===== src/rtl/bit_sample_count_receive.sv =====
// Oversampling serial character receiver: synchronizes the line, qualifies the
// start bit at mid-bit, samples data bits LSB-first and checks the stop bit.
module bit_sample_count_receive #(
    parameter int DATA_BITS  = 8,
    parameter int OVERSAMPLE = 16
) (
    input  logic                 clk,
    input  logic                 reset,
    input  logic                 sample_tick,
    input  logic                 rx_serial,
    output logic [DATA_BITS-1:0] rx_data,
    output logic                 data_valid,
    output logic                 framing_error,
    output logic                 busy
);

    localparam int CNT_W = $clog2(OVERSAMPLE);
    localparam int BIT_W = $clog2(DATA_BITS);

    localparam logic [CNT_W-1:0] MID_LAST  = CNT_W'(OVERSAMPLE / 2 - 1);
    localparam logic [CNT_W-1:0] BIT_LAST  = CNT_W'(OVERSAMPLE - 1);
    localparam logic [CNT_W-1:0] CNT_ONE   = CNT_W'(1);
    localparam logic [BIT_W-1:0] DATA_LAST = BIT_W'(DATA_BITS - 1);
    localparam logic [BIT_W-1:0] BIT_ONE   = BIT_W'(1);

    typedef enum logic [2:0] {
        IDLE  = 3'd0,
        START = 3'd1,
        DATA  = 3'd2,
        STOP  = 3'd3,
        BREAK = 3'd4
    } state_e;

    state_e               state_q;
    logic [CNT_W-1:0]     cnt_q;
    logic [BIT_W-1:0]     bit_q;
    logic [DATA_BITS-1:0] shift_q;
    logic [DATA_BITS-1:0] rx_data_q;
    logic                 valid_q;
    logic                 ferr_q;
    logic                 sync1_q;
    logic                 sync2_q;
    logic                 rx_s;

    // Two-flop synchronizer runs every clock, independent of sample_tick.
    always_ff @(posedge clk or negedge reset) begin
        if (!reset) begin
            sync1_q <= 1'b1;
            sync2_q <= 1'b1;
        end else begin
            sync1_q <= rx_serial;
            sync2_q <= sync1_q;
        end
    end

    assign rx_s = sync2_q;

    always_ff @(posedge clk or negedge reset) begin
        if (!reset) begin
            state_q   <= IDLE;
            cnt_q     <= '0;
            bit_q     <= '0;
            shift_q   <= '0;
            rx_data_q <= '0;
            valid_q   <= 1'b0;
            ferr_q    <= 1'b0;
        end else begin
            valid_q <= 1'b0;
            ferr_q  <= 1'b0;
            if (sample_tick) begin
                case (state_q)
                    IDLE: begin
                        if (!rx_s) begin
                            state_q <= START;
                            cnt_q   <= '0;
                        end
                    end
                    START: begin
                        // Re-check the line half a bit in; a high line was a glitch.
                        if (cnt_q == MID_LAST) begin
                            cnt_q <= '0;
                            if (rx_s) begin
                                state_q <= IDLE;
                            end else begin
                                state_q <= DATA;
                                bit_q   <= '0;
                            end
                        end else begin
                            cnt_q <= cnt_q + CNT_ONE;
                        end
                    end
                    DATA: begin
                        if (cnt_q == BIT_LAST) begin
                            shift_q <= {rx_s, shift_q[DATA_BITS-1:1]};
                            cnt_q   <= '0;
                            bit_q   <= bit_q + BIT_ONE;
                            if (bit_q == DATA_LAST) begin
                                state_q <= STOP;
                            end
                        end else begin
                            cnt_q <= cnt_q + CNT_ONE;
                        end
                    end
                    STOP: begin
                        if (cnt_q == BIT_LAST) begin
                            cnt_q <= '0;
                            if (rx_s) begin
                                rx_data_q <= shift_q;
                                valid_q   <= 1'b1;
                                state_q   <= IDLE;
                            end else begin
                                ferr_q  <= 1'b1;
                                state_q <= BREAK;
                            end
                        end else begin
                            cnt_q <= cnt_q + CNT_ONE;
                        end
                    end
                    BREAK: begin
                        // Wait out a held-low line so it is not seen as new starts.
                        if (rx_s) begin
                            state_q <= IDLE;
                        end
                    end
                    default: begin
                        state_q <= IDLE;
                        cnt_q   <= '0;
                    end
                endcase
            end
        end
    end

    assign rx_data       = rx_data_q;
    assign data_valid    = valid_q;
    assign framing_error = ferr_q;
    assign busy          = (state_q != IDLE);

endmodule

===== config.mk =====
export PLATFORM = sky130hd
export DESIGN_NAME = bit_sample_count_receive
export DESIGN_NICKNAME = d
export VERILOG_FILES = /design/src/rtl/bit_sample_count_receive.sv
export SDC_FILE = /design/constraint.sdc
export NUM_CORES = 1
export LEC_CHECK = 0
export ABC_AREA = 1
export CAP_MARGIN = 20
export CORE_ASPECT_RATIO = 1.25
export CORE_MARGIN = 10
export CORE_UTILIZATION = 50
export DETAILED_ROUTE_END_ITERATION = 10
export GPL_ROUTABILITY_DRIVEN = 0
export HOLD_SLACK_MARGIN = 0.12
export PLACE_DENSITY = 0.78
export RECOVER_POWER = 25
export SLEW_MARGIN = 20
export SYNTH_ARGS = -nofsm -noshare
export SYNTH_HDL_FRONTEND = slang
export SYNTH_SLANG_ARGS = --single-unit

===== constraint.sdc =====
create_clock -name clk -period 2.29 [get_ports clk]
set_clock_uncertainty 0.2 [all_clocks]
set_input_delay 0.229 -clock clk [delete_from_list [all_inputs] [get_ports clk]]
set_output_delay 0.229 -clock clk [all_outputs]
set_load 0.005 [all_outputs]

Word level (Yosys, flattened, before mapping)
Index checks and enable logic that the tools add are counted.
{ "classes": {"n_addsub": 2, "eq_ne": 14, "mux": 25, "bitwise": 1, "n_reduce_logical": 9} }
{ "op_table": {"columns": ["operator", "n"], "rows": [
  ["2-to-1 mux 3 bit", 10],
  ["one-hot mux 4 bit (4 select lines)", 1],
  ["one-hot mux 3 bit (5 select lines)", 1],
  ["!= test 2 bit (second input constant)", 7],
  ["2-to-1 mux 4 bit", 3],
  ["2-to-1 mux 1 bit", 8],
  ["AND reduction 7 bit", 1],
  ["== test 3 x 2 -> 1 bit (second input constant)", 2],
  ["== test 3 bit (second input constant)", 2],
  ["one-hot mux 3 bit (2 select lines)", 1],
  ["AND reduction 3 bit", 2],
  ["AND reduction 5 bit", 1],
  ["adder 4 x 1 -> 4 bit (second input constant)", 1],
  ["== test 4 x 3 -> 1 bit (second input constant)", 1],
  ["== test 4 bit (second input constant)", 1],
  ["AND reduction 4 bit", 1],
  ["adder 3 x 1 -> 3 bit (second input constant)", 1],
  ["== test 3 x 1 -> 1 bit (second input constant)", 1],
  ["logical NOT 3 bit", 1],
  ["nonzero test 3 bit", 1],
  ["2-to-1 mux 2 bit", 1],
  ["nonzero test 2 bit", 1],
  ["OR reduction 2 bit", 1],
  ["inverter 1 bit", 1]
]} }
{ "word_totals": {"ff_bits": 30, "in_bits": 4, "out_inout_bits": 11} }

Logic depth before layout (Yosys ltp)
Gate-level depths: netlist of run 1.
{ "depth": {"ltp_word": 4, "depth_mapped": 10} }

Least setup slack after synthesis of run 1
Ideal clock, no wire load.
{ "synth_timing": {"kind": "register to register", "startpoint": "register cnt_q[0]", "endpoint": "register rx_data_q[5] (netlist: rx_data[5])", "t_arrival_ns": 1.230, "path_slack_ns": 0.743, "path_stages_with_launch": 8, "period_less_slack_ns": 1.547, "cell_sequence": "dfrtp_1 ha_1 nand3_2 nor2_4 nand3_4 buf_6 nand2_2 o21ai_2"} }
{ "synth_via": {"elab_chain_cells": 2} }
{ "synth_rtl": {"columns": ["item", "line", "rtl"], "rows": [
  ["from (decl)", "35", "logic [CNT_W-1:0] cnt_q;"],
  ["from (signal assigned)", "89", "cnt_q <= cnt_q + CNT_ONE;"],
  ["from (signal assigned)", "101", "cnt_q <= cnt_q + CNT_ONE;"],
  ["from (signal assigned)", "116", "cnt_q <= cnt_q + CNT_ONE;"],
  ["== test 4 bit", "105", "if (cnt_q == BIT_LAST) begin"],
  ["AND reduction 4 bit (no line)", null, null],
  ["to (signal assigned)", "108", "rx_data_q <= shift_q;"],
  ["to (decl)", "38", "logic [DATA_BITS-1:0] rx_data_q;"]
]} }
No other way between the ends.
A chain may end at the register's enable or synchronous reset.

Worst setup path in the final report of run 1
{ "layout_timing": {"startpoint": "register state_q[1]", "endpoint": "output busy"} }
{ "layout_via": {"elab_chain_cells": 1} }
{ "layout_rtl": {"columns": ["item", "line", "rtl"], "rows": [
  ["from (decl)", "34", "state_e state_q;"],
  ["from (signal assigned)", "60", "state_q <= IDLE;"],
  ["from (signal assigned)", "74", "state_q <= START;"],
  ["from (signal assigned)", "83", "state_q <= IDLE;"],
  ["nonzero test 3 bit", "137", "assign busy = (state_q != IDLE);"],
  ["to (decl)", "14", "output logic busy"]
]} }
No other way between the ends.

==> qor.csv, run 1 <==
metric,value,unit
CTS resizes,0,
multi-input logic area,606.8,sq um
worst hold path class,reg2reg,
CP required,1.86,ns
Total Routing Usage GR,11.93,%
Critical Path Source,state_q[1],
Vias/cell,5.065,
Critical Path Sink Type,output pin,
Yosys reg bits,30,
"Seq/Total Area, Yosys",51.63,%
Syn Inst Count,161,
CP startpoint kind,flip-flop,
# IOs,15,
Setup CP Type,reg2out,
initial antenna violation count,0,
Worst R2R Start,cnt_q[0],
WL final,2.794,mm
Final Hold Viols,0,
vias in the first global route,1157,
via count,1099,
Die ar.,5492,sq um
RSZ-0062 raised after global routing,false,
"area leader, netlist",dfrtp_1,
status,"finished, final reports clean",
CP max FO,8,
Post-DP HPWL,2.089,mm
final setup violation count,0,
Buffers on Ports,14,
max_slew headroom,51.54,%
"Clk pin slew, worst setup/hold paths",0.09,ns
Synth cell types,24,
Final min period,2.044,ns
hold wc startpoint,sync1_q,
DRT Pass-1 Iters,4,
GRT Residual Overflow,0,
fill count,260,
Max Cap Viol,0,
P&R area growth vs syn,16.21,%
Least-Margin Pin Slew,0.7269,ns
setup TNS,0,ns
Final Max Tran Viols,0,
Die Y,80.39,um
fmax,489.3,MHz
Post-synth EDFFs,0,
Reg area,753.2,sq um
largest net degree at the start of global routing,31,
mean post-synth cell area,9.061,sq um
top cell type's share of synthesized area,48.03,%
CTS tree,done,
warnings from Yosys,0,
total power per unit cell area,810.4,nW/um^2
Clock Path Buffers,2,
asr flop ratio synth,100.0,%
setup bufs post-CTS,0,
Syn Nets,168,
LEAKAGE,0.0008172,uW
proportion of layout cells with a drive suffix above 1,19.67,%
DRT iter0 DRCs,64,
Root Buffer,clkbuf_4,
DRC Markers,0,
NumNets Final,189,
Worst IR Drop VDD,579.8,uV
site row count,21,
antenna fix cells,0,
final worst path period share,89.24,%
Die W,68.32,um
Core ar.,2733,sq um
Clock Latency Late Sink,0.32,ns
main area contributors after synthesis,"dfrtp_1, nand2_1, o21ai_2, inv_1, dfstp_2",
ys flop type,dfrtp_1,
WL per Instance,12.88,um
"Arr. time, crit path",1.61,ns
Reg2Reg Setup Slack,0.52,ns
number of nets with antenna violations after routing,0,
first-pass GRT wire length,5.009,mm
Num Clock Sinks,30,
fin cells,217,
Initial Util,53.39,%
post-placement cell count,207,
Netlist Area Pre-Place,1459,sq um
Num CTS Buffers,5,
Max H-tree Level,2,
metrics by stage:
stage               setup WS (ns)  power (uW)  utilization (%)  instance area (sq um)  hold WS [ns]
floorplan                  0.7430       954.1                -                   1459       -0.2666
finish                     0.2464        1374            62.04                   1695        0.1712
detailed placement         0.5494        1057            59.20                   1618        0.1568
global placement           0.6165        1033            59.20                   1618        0.1466
CTS                        0.2380        1389            62.13                   1698        0.1733
global route               0.1470        1473            62.04                   1695        0.1714
layout make-up:
type	count	share of cell area, %
clock buffers	7	3.247
inverters	16	3.542
clock inverters	1	0.2952
well taps	34	2.509
repair buffers	18	10.18
multi-input cells	111	35.79
flip-flops and latches	30	44.43
synth_stat cells, types with 4 or more instances:
library cell   n
o21ai_2        8
nor2_1        11
nand2_1       47
dfrtp_1       28
inv_1         15
o21ai_1        6
nand3_1       10
nand3_2        4
nand2_2        5
routing by layer:
layer / wire length (um) / up-vias / global-route usage [%]
met5: 0 / - / 0
met4: 87 / 0 / 6.250
met3: 220 / 9 / 5.694
met2: 1402 / 33 / 19.22
met1: 1084 / 504 / 12.47
li1: - / 553 / -
sequential cells by signal, summed over array words and instances, names as in the netlist:
| name | count |
|---|---|
| bit_q | 3 |
| state_q | 3 |
| rx_s | 1 |
| cnt_q | 4 |
| sync1_q | 1 |
| framing_error | 1 |
| rx_data | 8 |
| shift_q | 8 |
| data_valid | 1 |
cell usage in the layout, fill, tap and decap left out, types with 2 or more instances in the layout:
cell,instances
nand3_1,10
nor2_2,3
nand3_2,4
clkdlybuf4s50_1,12
ha_1,3
nor2_4,2
clkbuf_4,5
dfrtp_1,28
o21ai_0,2
o21ai_2,8
nand2_2,5
nand4_1,3
nand2_1,47
dlygate4sd3_1,4
a21oi_1,2
o21ai_1,6
dfstp_2,2
inv_1,15
nor2_1,11
cell families after synthesis:
| family | share of synthesized area, % |
|---|---|
| AOI/OAI and AO/OA | 8.234 |
| xor gates and xnor gates | 0.6005 |
| adders and majority gates | 2.573 |
| buffers and inverters | 6.774 |
| DFF | 51.63 |
| and+or+nand+nor | 30.19 |
worst paths after layout:
| check | to | cells after the start |
|---|---|---|
| max | busy | 3 |
| min | rx_s | 0 |
| max reg2reg | state_q[2] | 8 |
| min reg2reg | rx_s | 0 |
| max in group asynchronous | rx_data[6] | 3 |
| min in group asynchronous | bit_q[2] | 3 |
critical path: stages, from the launching register on:
cell             delay [ns]
dfrtp_1                0.54
inv_1                  0.15
nand2_1                0.10
clkdlybuf4s50_1        0.50
power by group:
part | total (uW) | switching, uW | internal [uW]
Clock | 329 | 180 | 149
Combinational | 378 | 238 | 141
Sequential | 667 | 79.0 | 588
repair_timing:
| action | CTS | global route |
|---|---|---|
| hold endpoints to repair | 29 | 0 |
| hold buffers | 2 | 0 |
| endpoints found under the setup margin | 0 | 0 |
Note: power is estimated with default switching activity, not from simulation.
==> inputs of run 2 (changes only) <==
Settings changed: TNS_END_PERCENT from default to 10.
==> results of run 2 <==
Same layout as run 1: the final DEF is identical, and so are final timing and power.
